--- config.mk ---
export PLATFORM = sky130hd
export DESIGN_NAME = div_radix2
export DESIGN_NICKNAME = d
export VERILOG_FILES = /design/src/rtl/div_radix2.sv
export SDC_FILE = /design/constraint.sdc
export NUM_CORES = 1
export LEC_CHECK = 0
export BUFFER_PORTS_ARGS = -buffer_cell sky130_fd_sc_hd__buf_2
export CAP_MARGIN = 30
export CORE_MARGIN = 2
export CORE_UTILIZATION = 54
export DETAILED_ROUTE_END_ITERATION = 16
export PLACE_DENSITY = 0.77
export SLEW_MARGIN = 30
export SYNTH_ARGS = -nofsm -noshare
export SYNTH_HDL_FRONTEND = slang
export SYNTH_SLANG_ARGS = --single-unit
--- constraint.sdc ---
create_clock -name clk -period 6.25 [get_ports clk]
set_clock_uncertainty 0.1 [all_clocks]
set_input_delay 1.25 -clock clk [delete_from_list [all_inputs] [get_ports clk]]
set_output_delay 1.25 -clock clk [all_outputs]
set_load 0.005 [all_outputs]
--- src/rtl/div_radix2.sv ---
// Multi-cycle radix-2 restoring divider for MIPS DIV/DIVU in the execute stage.
// Stalls the pipeline for WIDTH+1 cycles, then presents quotient (lo) and remainder (hi).
module div_radix2 #(
    parameter int WIDTH = 32
) (
    input  logic             clk,
    input  logic             rst,
    input  logic             start,
    input  logic             signed_div,
    input  logic [WIDTH-1:0] a,
    input  logic [WIDTH-1:0] b,
    input  logic             annul,
    input  logic             hold,
    output logic             div_stall,
    output logic             result_valid,
    output logic [WIDTH-1:0] lo,
    output logic [WIDTH-1:0] hi
);

    localparam int CW = (WIDTH > 1) ? $clog2(WIDTH) : 1;

    typedef enum logic [1:0] {IDLE, BUSY, DONE} state_t;

    state_t           state;
    logic [CW-1:0]    count;
    logic [WIDTH:0]   remReg;
    logic [WIDTH-1:0] quoReg;
    logic [WIDTH-1:0] divisorReg;
    logic [WIDTH-1:0] loReg;
    logic [WIDTH-1:0] hiReg;
    logic             negQuo;
    logic             negRem;
    logic             divZero;

    logic [WIDTH-1:0] absA;
    logic [WIDTH-1:0] absB;
    logic [WIDTH:0]   shifted;
    logic [WIDTH:0]   diff;
    logic             qBit;
    logic [WIDTH:0]   remNext;
    logic [WIDTH-1:0] quoNext;
    logic [WIDTH-1:0] fixLo;
    logic [WIDTH-1:0] fixHi;

    // One restoring step: quoReg shifts the dividend out MSB-first while quotient bits shift in.
    always_comb begin
        absA    = (signed_div && a[WIDTH-1]) ? (~a + 1'b1) : a;
        absB    = (signed_div && b[WIDTH-1]) ? (~b + 1'b1) : b;
        shifted = {remReg[WIDTH-1:0], quoReg[WIDTH-1]};
        diff    = shifted - {1'b0, divisorReg};
        qBit    = ~diff[WIDTH];
        remNext = qBit ? diff : shifted;
        quoNext = {quoReg[WIDTH-2:0], qBit};
        // Divide by zero yields an all-ones quotient; the remainder already equals a after fix-up.
        fixLo   = divZero ? '1 : (negQuo ? (~quoNext + 1'b1) : quoNext);
        fixHi   = negRem ? (~remNext[WIDTH-1:0] + 1'b1) : remNext[WIDTH-1:0];
    end

    // Annul gates the handshake outputs in the same cycle it is raised.
    assign div_stall    = ~annul & ((state == IDLE && start) || state == BUSY);
    assign result_valid = ~annul & (state == DONE);
    assign lo           = loReg;
    assign hi           = hiReg;

    // NOTE: sequential state uses non-blocking assignments only, so every register
    // samples pre-edge values and the update order inside the block is irrelevant.
    always_ff @(posedge clk or posedge rst) begin
        if (rst) begin
            state      <= IDLE;
            count      <= '0;
            remReg     <= '0;
            quoReg     <= '0;
            divisorReg <= '0;
            loReg      <= '0;
            hiReg      <= '0;
            negQuo     <= 1'b0;
            negRem     <= 1'b0;
            divZero    <= 1'b0;
        end else if (annul) begin
            state <= IDLE;
        end else begin
            case (state)
                IDLE: begin
                    if (start) begin
                        remReg     <= '0;
                        quoReg     <= absA;
                        divisorReg <= absB;
                        negQuo     <= signed_div & (a[WIDTH-1] ^ b[WIDTH-1]);
                        negRem     <= signed_div & a[WIDTH-1];
                        divZero    <= (b == '0);
                        count      <= '0;
                        state      <= BUSY;
                    end
                end
                BUSY: begin
                    remReg <= remNext;
                    quoReg <= quoNext;
                    count  <= count + 1'b1;
                    if (count == CW'(WIDTH - 1)) begin
                        loReg <= fixLo;
                        hiReg <= fixHi;
                        state <= DONE;
                    end
                end
                DONE: begin
                    if (!hold) state <= IDLE;
                end
                default: state <= IDLE;
            endcase
        end
    end

endmodule
# Yosys cells after proc, flatten, opt, wreduce, memory -nomap -nowiden
# Cells that the tools add are included.
[op_classes]
mux = 17
n_reduce_logical = 11
n_bitwise = 11
eq_ne = 7
add_sub_neg = 6
[ops]
columns = ["operator", "count"]
rows = [
  ["$mux W32", 8],
  ["$add A32 B1 Y32 const B", 4],
  ["$not A32 Y32", 4],
  ["$pmux W32 S2", 2],
  ["$sub A33 B32 Y33", 1],
  ["$logic_not A32 Y1", 1],
  ["$reduce_and A3 Y1", 4],
  ["$pmux W5 S2", 1],
  ["$mux W2", 4],
  ["$ne A3 B3 Y1 const B", 2],
  ["$pmux W2 S3", 1],
  ["$add A5 B1 Y5 const B", 1],
  ["$eq A5 B5 Y1 const B", 1],
  ["$mux W5", 1],
  ["$and A1 B1 Y1", 4],
  ["$logic_and A1 B1 Y1", 3],
  ["$ne A3 B2 Y1 const B", 1],
  ["$eq A2 B1 Y1 const B", 1],
  ["$eq A2 B2 Y1 const B", 1],
  ["$logic_not A2 Y1", 1],
  ["$ne A2 B2 Y1 const B", 1],
  ["$not A1 Y1", 2],
  ["$reduce_bool A2 Y1", 1],
  ["$logic_or A1 B1 Y1", 1],
  ["$xor A1 B1 Y1", 1],
]
[totals]
input_bits = 70
regBits = 170
out_inout_bits = 66

# Depth between registers and ports, before layout
# Gate-level depths: netlist (run 1).
[logic_depth]
depth_word = 6
mapped_depth = 26
depth_no_buf = 22

# Worst setup path after synthesis (run 1)
# No wires, ideal clock.
[synth_timing]
path_kind = "reg-to-reg"
start = "register remReg[9]"
end = "register hiReg[30] (netlist: hi[30])"
setup_slack_ns = 0.829
t_arrival_ns = 5.253
synth_period_minus_slack_ns = 5.421
path_buffers = 5
setup_time_ns = 0.069
stages_incl_launch_ff = 25
path_cell_list = "dfrtp_1 > ha_1 > clkbuf_2 > nand4_1 > nor3_2 > o21ai_2 > a2111oi_4 > a41o_1 > buf_4 > nor2_4 > inv_1 > buf_2 > buf_2 > buf_2 > nor2_1 > a21oi_1 > ha_1 > nand2_1 > nor3_1 > nand4_1 > or3_1 > or3_1 > a211o_1 > or4_1 > nand3_1"
[synth_via]
elab_chain_len = 5
[synth_rtl]
columns = ["element", "line", "rtl"]
rows = [
  ["start: declaration", "26", "logic [WIDTH:0] remReg;"],
  ["start signal: assignment", "96", "remReg <= remNext;"],
  ["$sub A33 B32 Y33", "50", "diff = shifted - {1'b0, divisorReg};"],
  ["$mux W32 (*)", "52", "remNext = qBit ? diff : shifted;"],
  ["$not A32 Y32", "56", "fixHi = negRem ? (~remNext[WIDTH-1:0] + 1'b1) : remNext[WIDTH-1:0];"],
  ["$add A32 B1 Y32", "56", ""],
  ["$mux W32 (*)", "56", ""],
  ["end signal: assignment", "101", "hiReg <= fixHi;"],
  ["end: declaration", "30", "logic [WIDTH-1:0] hiReg;"],
]
# Every way passes the cells marked *; elsewhere a longest branch is shown, timed or not.
# A chain may end at the register's enable or synchronous reset.

# Final worst setup path (run 1)
[layout_timing]
start = "register remReg[14]"
end = "register hiReg[22] (netlist: hi[22])"
# The elaborated chain is that of the path after synthesis.

==> summary.txt, run 1 <==
outcome: finished clean
Max VDD drop: 148 uV
synth-to-layout area growth: 11.6%
FMAX: 0.182 GHz
DRC viols: 0
dpl hpwl: 27.4 mm
Max Cap Viol: 0
layout cells sized above 1: 13.1%
height of the die: 155 um
HP Class: flop to flop
chip width: 155 um
TritonRoute pass-1 iters: 6
Final Non-Filler Cells: 1938
LEAKAGE: 0.00626 uW
post-synthesis async set-or-reset flop share: 100%
Setup CP Type: flop to flop
Core Util, Final: 60.9%
Max Fanout on Critical Path: 11
vias post-DR: 12000
num rows: 55
ys flop type: dfrtp_1
Post-Synth XOR/XNOR Area: 9.05%
final net count: 1749
Synth area leaders: dfrtp_1 (35%), o21ai_0 (8.1%), nand2_1 (7.1%), a21oi_1 (5.6%), xor2_1 (5.3%)
IO buf count: 135
# diodes: 0
Inst Count DP: 1906
endpoints failing hold: 0
# resized after CTS: 0
first-pass GRT wire length: 58.1 mm
Worst Max-Slew Pin Slew: 0.911 ns
Worst slew margin: 39.3%
final-report setup violation count: 0
Mapped Area: 12300 um2
routed wire length: 36.6 mm
ANT nets after route: 0
Tcrit/Tclk final: 87.9%
register area share after synthesis: 34.6%
synthesized netlist cell count: 1553
CTS buffer count: 17
number of synthesized flops with an enable pin: 0
post-synthesis simple-gate area fraction: 21.0%
Top Ports: 136
Sink Count: 170
final hold slack: 0.378 ns
CTS H-tree depth: 4
largest family of logic cells by synthesized area: compound AO/OA/AOI/OAI gates
Synth Area per Inst: 7.91 um2
RSZ-0062 raised after global routing: false
post-CTS setup buffer count: 0
Cell Pwr Density: 261 nW/um2
total gr overflow: 0
global router's overall resource usage: 30.6%
initial antenna violation count: 0
Clk Latency, worst-skew pair: 0.44 ns
Final Total Pwr: 3570 uW
die area: 24000 um2
drt initial violations: 1221
CTS Buffer Depth: 2
Critical Path RT: 6.45 ns
mux share of post-synthesis cell area: 1.72%
hold_buf cts: 0
GPL Wtd Cong: 0.916
Seq cells post-synth: 170
cell taking the most area after synthesis: dfrtp_1
most common cell after layout, fill and taps aside: nand2_1
WL per Instance: 18.9 um
core area: 22500 um2
Worst-path clk slew: 0.08 ns
Via density: 6.17
Yosys cell types: 84
area share of the largest cell type after synthesis: 34.6%
Critical Path Source Type: flop
critical path arrival: 5.70 ns
most frequent cells in the layout: nand2_1 (233), o21ai_0 (198), dfrtp_1 (168), a21oi_1 (138), buf_2 (135)
Compound-Gate Fraction of Synth Area: 25.3%
TNS Setup: 0 ns
Clock Tree Root: clkbuf_16
vias in the first global route: 10800
Setup crit end kind: flop
Initial Util: 54.6%
CTS tree: built
fin. max-slew vios: 0
Min Clock Period, post-route: 5.49 ns
post-synthesis adder-cell area fraction: 4.03%
largest net degree at the start of global routing: 95
Ys Warns: 0
syn nets: 1662
-- area by class of cell --
class	instances	area (um2)
well taps	285	357
fillers	2040	8790
repair buffers	149	781
clock buffers	17	425
multi-input cells	1248	7530
clock inverters	15	151
flip-flops and latches	170	4260
inverters	54	208
-- Yosys cell counts (6+ instances only) --
| cell | number |
|---|---|
| nand3_1 | 19 |
| nor2b_1 | 7 |
| o21ai_0 | 198 |
| nor3_1 | 33 |
| or3_1 | 21 |
| dfrtp_1 | 170 |
| or4_1 | 18 |
| a21oi_1 | 138 |
| a21o_1 | 17 |
| o31a_1 | 8 |
| a211oi_1 | 7 |
| clkbuf_1 | 62 |
| nor3b_1 | 6 |
| xnor2_1 | 52 |
| or2_2 | 7 |
| and3_1 | 8 |
| o21bai_1 | 6 |
| o41ai_1 | 19 |
| nor2_1 | 126 |
| nor4_1 | 16 |
| a31oi_1 | 10 |
| mux2i_1 | 20 |
| inv_1 | 53 |
| nand2b_1 | 14 |
| nand4_1 | 12 |
| o21ai_1 | 6 |
| o31ai_1 | 23 |
| nand2_1 | 234 |
| o211ai_1 | 8 |
| xor2_1 | 75 |
| ha_1 | 38 |
| buf_2 | 12 |
| and2_1 | 12 |
| o21a_1 | 10 |
-- final timing paths --
path,startpoint,slack [ns],cells after the start,endpoint
worst max-delay path,remReg[14]$_DFFE_PP0P_,0.76,18,hi[22]$_DFFE_PP0P_
worst min-delay path,hi[14]$_DFFE_PP0P_,0.38,2,hi[14]$_DFFE_PP0P_
worst max register to register,remReg[14]$_DFFE_PP0P_,0.76,18,hi[22]$_DFFE_PP0P_
worst min register to register,hi[14]$_DFFE_PP0P_,0.38,2,hi[14]$_DFFE_PP0P_
max in group asynchronous,rst,3.92,3,hi[21]$_DFFE_PP0P_
min in group asynchronous,rst,0.81,2,hi[7]$_DFFE_PP0P_
-- metrics by stage --
step / area [um2] / setup slack, ns
3_5_place_dp: 13100 / 0.865
4_1_cts: 13700 / 0.824
2_1_floorplan: 12300 / 0.297
6_report: 13700 / 0.756
5_1_grt: 13700 / 0.410
3_3_place_gp: 13100 / 0.930
-- critical path, stage by stage (launching register included) --
cell and delay [ns]:
dfrtp_1 0.48, ha_1 0.50, nand2_1 0.19, nor3_2 0.24, o21ai_2 0.15, a2111oi_4 0.52, a41o_1 0.30, nor2_4 0.05
inv_1 0.17, mux2i_1 0.29, ha_1 0.27, nand2_1 0.07, nor3_1 0.21, nand4_1 0.17, or3_1 0.46, o31a_1 0.41
o41ai_1 0.52, xnor2_1 0.19, o21ai_1 0.08
-- registers in the layout, summed over array words and instances (netlist names) --
name        cells
count           5
negRem          1
hi             32
remReg         32
quoReg         32
negQuo          1
lo             32
divisorReg     32
state           2
divZero         1
-- metal layers --
metal / GRT usage (%) / share of wire (%) / up-vias
li1: - / - / 5729
met1: 44.2 / 45 / 5664
met2: 46.7 / 44 / 504
met3: 6.11 / 8.5 / 56
met4: 8.60 / 2.2 / 0
met5: 0 / 0 / -
-- report_power, final --
| part | internal (uW) | switching, uW |
|---|---|---|
| registers | 1210 | 171 |
| logic | 413 | 719 |
| clock network | 533 | 526 |
| total | 2160 | 1420 |
-- kinds of logic (layout without fill, tap and decap cells) --
kind of cell / after synthesis / count (layout)
multiplexers: 21 / 21
flip-flops: 170 / 170
AND/OR/NAND/NOR: 552 / 552
AO/OA/AOI/OAI: 509 / 509
adder cells (fa/ha/maj): 39 / 39
buffers and inverters: 135 / 235
XOR/XNOR: 127 / 127
Power figures use the tool's default switching activity.
==> run 2: changes to the inputs <==
CORE_UTILIZATION = 60   (was 54)
PLACE_DENSITY = 0.81   (was 0.77)
clock period = 5.2 ns   (was 6.25 ns; I/O delays follow)
==> summary.txt, run 2 (synthesis results as in run 1) <==
outcome: finished clean
Internal: 2740 uW (+27%)
IO buf count: 135 (unchanged)
Top Ports: 136 (unchanged)
TritonRoute pass-1 iters: 6 (unchanged)
setup ws final: 0.196 ns (-0.560 ns)
die area: 21600 um2 (-9.7%)
Setup CP Type: flop to flop
total gr overflow: 0 (unchanged)
ANT nets after route: 0 (unchanged)
power share of the clock group: 30.2% (+0.6 points)
Inst Count DP: 1917 (+0.58%)
Final Non-Filler Cells: 1960 (+1.1%)
LEAKAGE: 0.00649 uW (+3.6%)
Critical Path RT: 5.48 ns (-0.97 ns)
vias post-DR: 12200 (+2.4%)
Min Clock Period, post-route: 5.00 ns (-0.490 ns)
Worst R2R End: hi[30]$_DFFE_PP0P_
CTS H-tree depth: 4 (unchanged)
Max VDD drop: 251 uV (+69%)
CTS buffer count: 17 (unchanged)
CTS Buffer Depth: 2 (unchanged)
Cell Pwr Density: 318 nW/um2 (+22%)
num rows: 52 (-5.5%)
Clk Latency, worst-skew pair: 0.44 ns (about the same)
initial antenna violation count: 0 (unchanged)
Clock Tree Root: clkbuf_16
Switching Fraction: 39.3% (-0.34 points)
Worst Max-Slew Pin Slew: 0.916 ns (+0.00489 ns)
most frequent cells in the layout: nand2_1 (233), o21ai_0 (196), dfrtp_1 (165), a21oi_1 (137), buf_2 (135)
Via density: 6.24 (+1.2%)
WL per Instance: 18.8 um (-0.77%)
Sink Count: 170 (unchanged)
drt initial violations: 1111 (-9.0%)
Flop pwr share: 36.8% (-1.9 points)
first-pass GRT wire length: 58.5 mm (+0.61%)
Max Cap Viol: 0 (unchanged)
routed wire length: 36.8 mm (+0.35%)
global router's overall resource usage: 33.8% (+3.2 points)
dpl hpwl: 27.5 mm (about the same)
fin. max-slew vios: 0 (unchanged)
final instance area: 14200 um2 (+3.8%)
worst reg-to-reg path cell count: 19 (+1)
DRC viols: 0 (unchanged)
vias in the first global route: 11200 (+3.6%)
HP Class: flop to flop
flop2flop setup slack: 0.20 ns (-0.56 ns)
hold depth: 2 (unchanged)
FMAX: 0.200 GHz (+9.8%)
Logic pwr share: 33.0% (+1.3 points)
Tcrit/Tclk final: 96.2% (+8.3 points)
Worst slew margin: 38.9% (-0.33 points)
core area: 20200 um2 (-10%)
Setup crit start: remReg[9]$_DFFE_PP0P_
most common cell after layout, fill and taps aside: nand2_1
endpoints failing hold: 0 (unchanged)
crit path to: hi[30]$_DFFE_PP0P_
# diodes: 0 (unchanged)
FF-to-FF Start: remReg[9]$_DFFE_PP0P_
TNS Setup: 0 ns (unchanged)
Setup crit end kind: flop
final-report setup violation count: 0 (unchanged)
GPL Wtd Cong: 0.971 (+5.9%)
Layout fillers: 1637 (-20%)
height of the die: 147 um (-5.0%)
CTS tree: built
NetSw: 1770 uW (+25%)
critical path arrival: 5.28 ns (-0.42 ns)
final net count: 1786 (+2.1%)
Worst-path clk slew: 0.07 ns (about the same)
chip width: 147 um (-5.0%)
layout cells sized above 1: 16.4% (+3.3 points)
Max Fanout on Critical Path: 7 (-4)
Post-DP Area: 13300 um2 (+1.5%)
hold_buf cts: 0 (unchanged)
Initial Util: 60.9% (+6.3 points)
HP Start: hi[20]$_DFFE_PP0P_
Post-Place Setup Slack: 0.0943 ns (-0.771 ns)
largest net degree at the start of global routing: 113 (+19%)
synth-to-layout area growth: 15.8%
Critical Path Source Type: flop
==> run 2: cell types whose count changed in the layout (fill, tap and decap cells not counted), moves of 4 or more <==
cell	change
buf_4	+35
clkinv_8	+4
ha_1	-9
ha_2	+4
ha_4	+5
inv_6	-5
==> run 2: through the flow <==
stage	total power (uW)	hold WS [ns]	util [%]
3_5_place_dp	3060	0.365	66.1
3_3_place_gp	3030	0.355	66.1
2_1_floorplan	2610	0.345	-
5_1_grt	4750	0.408	70.5
4_1_cts	4410	0.379	69.3
6_report	4520	0.371	70.5
==> run 2: repair_timing <==
| action | 4_1_cts | 5_1_grt |
|---|---|---|
| resized for setup | 0 | 38 |
| endpoints found under the setup margin | 0 | 11 |
| setup buffers | 0 | 11 |
==> run 2: critical path: stages, from the launching register on <==
cell and delay, ns:
dfrtp_2 0.46, ha_4 0.32, nand4_1 0.16, nor3_2 0.28, o21ai_4 0.13, a2111oi_4 0.41
buf_4 0.19, o21ai_2 0.08, nor2_4 0.17, clkinv_4 0.11, mux2i_4 0.20, ha_2 0.24
nand2_1 0.08, nor3_2 0.20, nand4_1 0.17, or3_4 0.44, or3_1 0.31, a211o_1 0.33
or4_4 0.49, nand3_2 0.08
==> run 2: power groups by stage <==
stage / registers [uW] / logic, uW / clock network, uW
after global routing: 1680 / 1650 / 1430
final: 1660 / 1490 / 1360
after global placement: 1670 / 1360 / 0
after detailed placement: 1680 / 1380 / 0
after floorplan: 1590 / 1020 / 0
after CTS: 1650 / 1400 / 1370
==> run 2: area by class of cell <==
| type | instances | area, um2 | area share [%] |
|---|---|---|---|
| repair buffers | 186 | 1070 | 7.55 |
| clock inverters | 15 | 219 | 1.54 |
| well taps | 270 | 338 | 2.37 |
| flip-flops and latches | 170 | 4260 | 29.9 |
| multi-input cells | 1248 | 7700 | 54.1 |
| clock buffers | 17 | 425 | 2.99 |
| inverters | 54 | 211 | 1.49 |
==> run 2: worst min-delay path by stage <==
stage / end / slack [ns]
after floorplan: count[4]$_DFFE_PP0P_ / 0.35
after global placement: lo[25]$_DFFE_PP0P_ / 0.35
after detailed placement: hi[20]$_DFFE_PP0P_ / 0.36
after CTS: hi[20]$_DFFE_PP0P_ / 0.38
after global routing: lo[27]$_DFFE_PP0P_ / 0.41
final: hi[20]$_DFFE_PP0P_ / 0.37
==> run 2: metal layers <==
| metal | up-vias | global-route usage (%) | wire length, um |
|---|---|---|---|
| met5 | - | 0 | 0 |
| met4 | 0 | 10.6 | 1150 |
| met3 | 92 | 4.50 | 3030 |
| met2 | 569 | 52.2 | 16500 |
| met1 | 5774 | 49.6 | 16100 |
| li1 | 5801 | - | - |
==> run 3: changes to the inputs <==
CORE_UTILIZATION = 55   (was 60)
PLACE_DENSITY = 0.76   (was 0.81)
==> summary.txt, run 3 (synthesis results as in run 1) <==
Worst Max-Slew Pin Slew: 0.927 ns (+0.0108 ns)
IO buf count: 135 (unchanged)
flop2flop setup slack: 0.15 ns (-0.04 ns)
CTS H-tree depth: 4 (unchanged)
Worst R2R End: hi[30]$_DFFE_PP0P_
Clock Tree Root: clkbuf_16
Via density: 6.16 (-1.3%)
final-report setup violation count: 0 (unchanged)
LEAKAGE: 0.00648 uW (about the same)
# diodes: 0 (unchanged)
vias post-DR: 12100 (-0.79%)
most frequent cells in the layout: nand2_1 (232), o21ai_0 (196), dfrtp_1 (166), a21oi_1 (136), buf_2 (135)
endpoints failing hold: 0 (unchanged)
height of the die: 153 um (+4.3%)
RSZ-0062 raised after global routing: true
Max Cap Viol: 0 (unchanged)
die area: 23500 um2 (+8.8%)
WHS Endpoint: hi[19]$_DFFE_PP0P_
Initial Util: 56.1% (-4.8 points)
Setup CP Type: flop to flop
CTS tree: built
drt initial violations: 1117 (+0.54%)
hold_buf cts: 0 (unchanged)
worst reg-to-reg path cell count: 18 (-1)
num rows: 54 (+3.8%)
HP Class: flop to flop
first-pass GRT wire length: 59.6 mm (+1.9%)
setup ws final: 0.154 ns (-0.0418 ns)
fin. max-slew vios: 0 (unchanged)
Core Util, Final: 65.3% (-5.2 points)
chip width: 153 um (+4.3%)
CTS Buffer Depth: 2 (unchanged)
Setup crit start: remReg[18]$_DFFE_PP0P_
total gr overflow: 0 (unchanged)
dpl hpwl: 27.4 mm (-0.13%)
FMAX: 0.198 GHz (-0.83%)
Worst slew margin: 38.1% (-0.88 points)
ANT nets after route: 0 (unchanged)
Min Clock Period, post-route: 5.05 ns (+0.0418 ns)
global router's overall resource usage: 31.2% (-2.5 points)
DRC viols: 0 (unchanged)
largest net degree at the start of global routing: 171 (+51%)
Clk Latency, worst-skew pair: 0.44 ns (about the same)
synth-to-layout area growth: 16.4%
critical path arrival: 5.32 ns (+0.04 ns)
FF-to-FF Start: remReg[18]$_DFFE_PP0P_
GPL Wtd Cong: 0.997 (+2.6%)
routed wire length: 37.3 mm (+1.4%)
outcome: finished clean
TritonRoute pass-1 iters: 6 (unchanged)
Sink Count: 170 (unchanged)
layout cells sized above 1: 16.7% (+0.30 points)
Max VDD drop: 236 uV (-5.8%)
WL per Instance: 18.9 um (+0.85%)
final net count: 1786 (unchanged)
vias in the first global route: 11200 (-0.68%)
Max Fanout on Critical Path: 8 (+1)
Worst-path clk slew: 0.08 ns (about the same)
Tcrit/Tclk final: 97.0% (+0.80 points)
Critical Path RT: 5.48 ns (about the same)
CTS buffer count: 17 (unchanged)
Final Total Pwr: 4510 uW (-0.14%)
Top Ports: 136 (unchanged)
Post-Place Setup Slack: 0.0547 ns (-0.0396 ns)
Critical Path Source Type: flop
Setup crit end kind: flop
core area: 21900 um2 (+8.5%)
HP Start: hi[19]$_DFFE_PP0P_
most common cell after layout, fill and taps aside: nand2_1
hold depth: 2 (unchanged)
initial antenna violation count: 0 (unchanged)
Cell Pwr Density: 316 nW/um2 (-0.61%)
-- run 3: changes by cell type in the layout (fill, tap and decap cells not counted), sizes merged --
cell    previous run  this run
inv               56        57
bufinv             1         0
-- run 3: critical path: stages (launching register included) --
cell	delay (ns)
dfrtp_1	0.45
ha_1	0.43
a21o_1	0.24
o21bai_1	0.22
a22oi_2	0.20
a21oi_1	0.12
a41o_1	0.26
nor2_4	0.19
clkinvlp_4	0.21
mux2i_2	0.24
ha_2	0.22
nand2_1	0.06
nor3_2	0.20
nand4_1	0.19
or3_4	0.46
or3_1	0.35
a211o_1	0.34
or4_1	0.42
nand3_1	0.10
-- run 3: worst max path at each step --
stage / to
after floorplan: hi[30]$_DFFE_PP0P_
after global placement: hi[30]$_DFFE_PP0P_
after detailed placement: hi[30]$_DFFE_PP0P_
after CTS: hi[30]$_DFFE_PP0P_
after global routing: hi[30]$_DFFE_PP0P_
final: hi[30]$_DFFE_PP0P_
-- run 3: what timing repair did --
| action | in CTS | in global routing |
|---|---|---|
| gates resized for setup | 0 | 42 |
| buffers inserted | 0 | 11 |
| setup endpoints to repair | 0 | 11 |
-- run 3: layer usage --
layer	vias to the layer above	track usage, %	routed length [um]
met5	-	0	0
met4	0	9.39	995
met3	87	4.93	3060
met2	546	47.3	16400
met1	5703	46.2	16800
li1	5803	-	-
-- run 3: where the power goes --
| group | internal (uW) | leakage, uW | switching, uW |
|---|---|---|---|
| logic | 583 | 0.00392 | 938 |
| clock network | 669 | 0.000304 | 685 |
| registers | 1460 | 0.00226 | 181 |
-- run 3: layout make-up --
| type | instances | area (um2) |
|---|---|---|
| clock inverters | 15 | 211 |
| multi-input cells | 1248 | 7750 |
| flip-flops and latches | 170 | 4260 |
| inverters | 54 | 210 |
| repair buffers | 186 | 1090 |
| well taps | 280 | 350 |
| fillers | 1907 | 7600 |
| clock buffers | 17 | 425 |
-- run 3: stage by stage --
step	hold slack, ns	std cells	cell area [um2]	setup TNS [ns]
after floorplan	0.345	1553	12300	0
after global placement	0.356	1926	13300	0
after detailed placement	0.367	1926	13300	0
after CTS	0.384	1958	14000	0
after global routing	0.408	1970	14300	-0.127
final	0.378	1970	14300	0
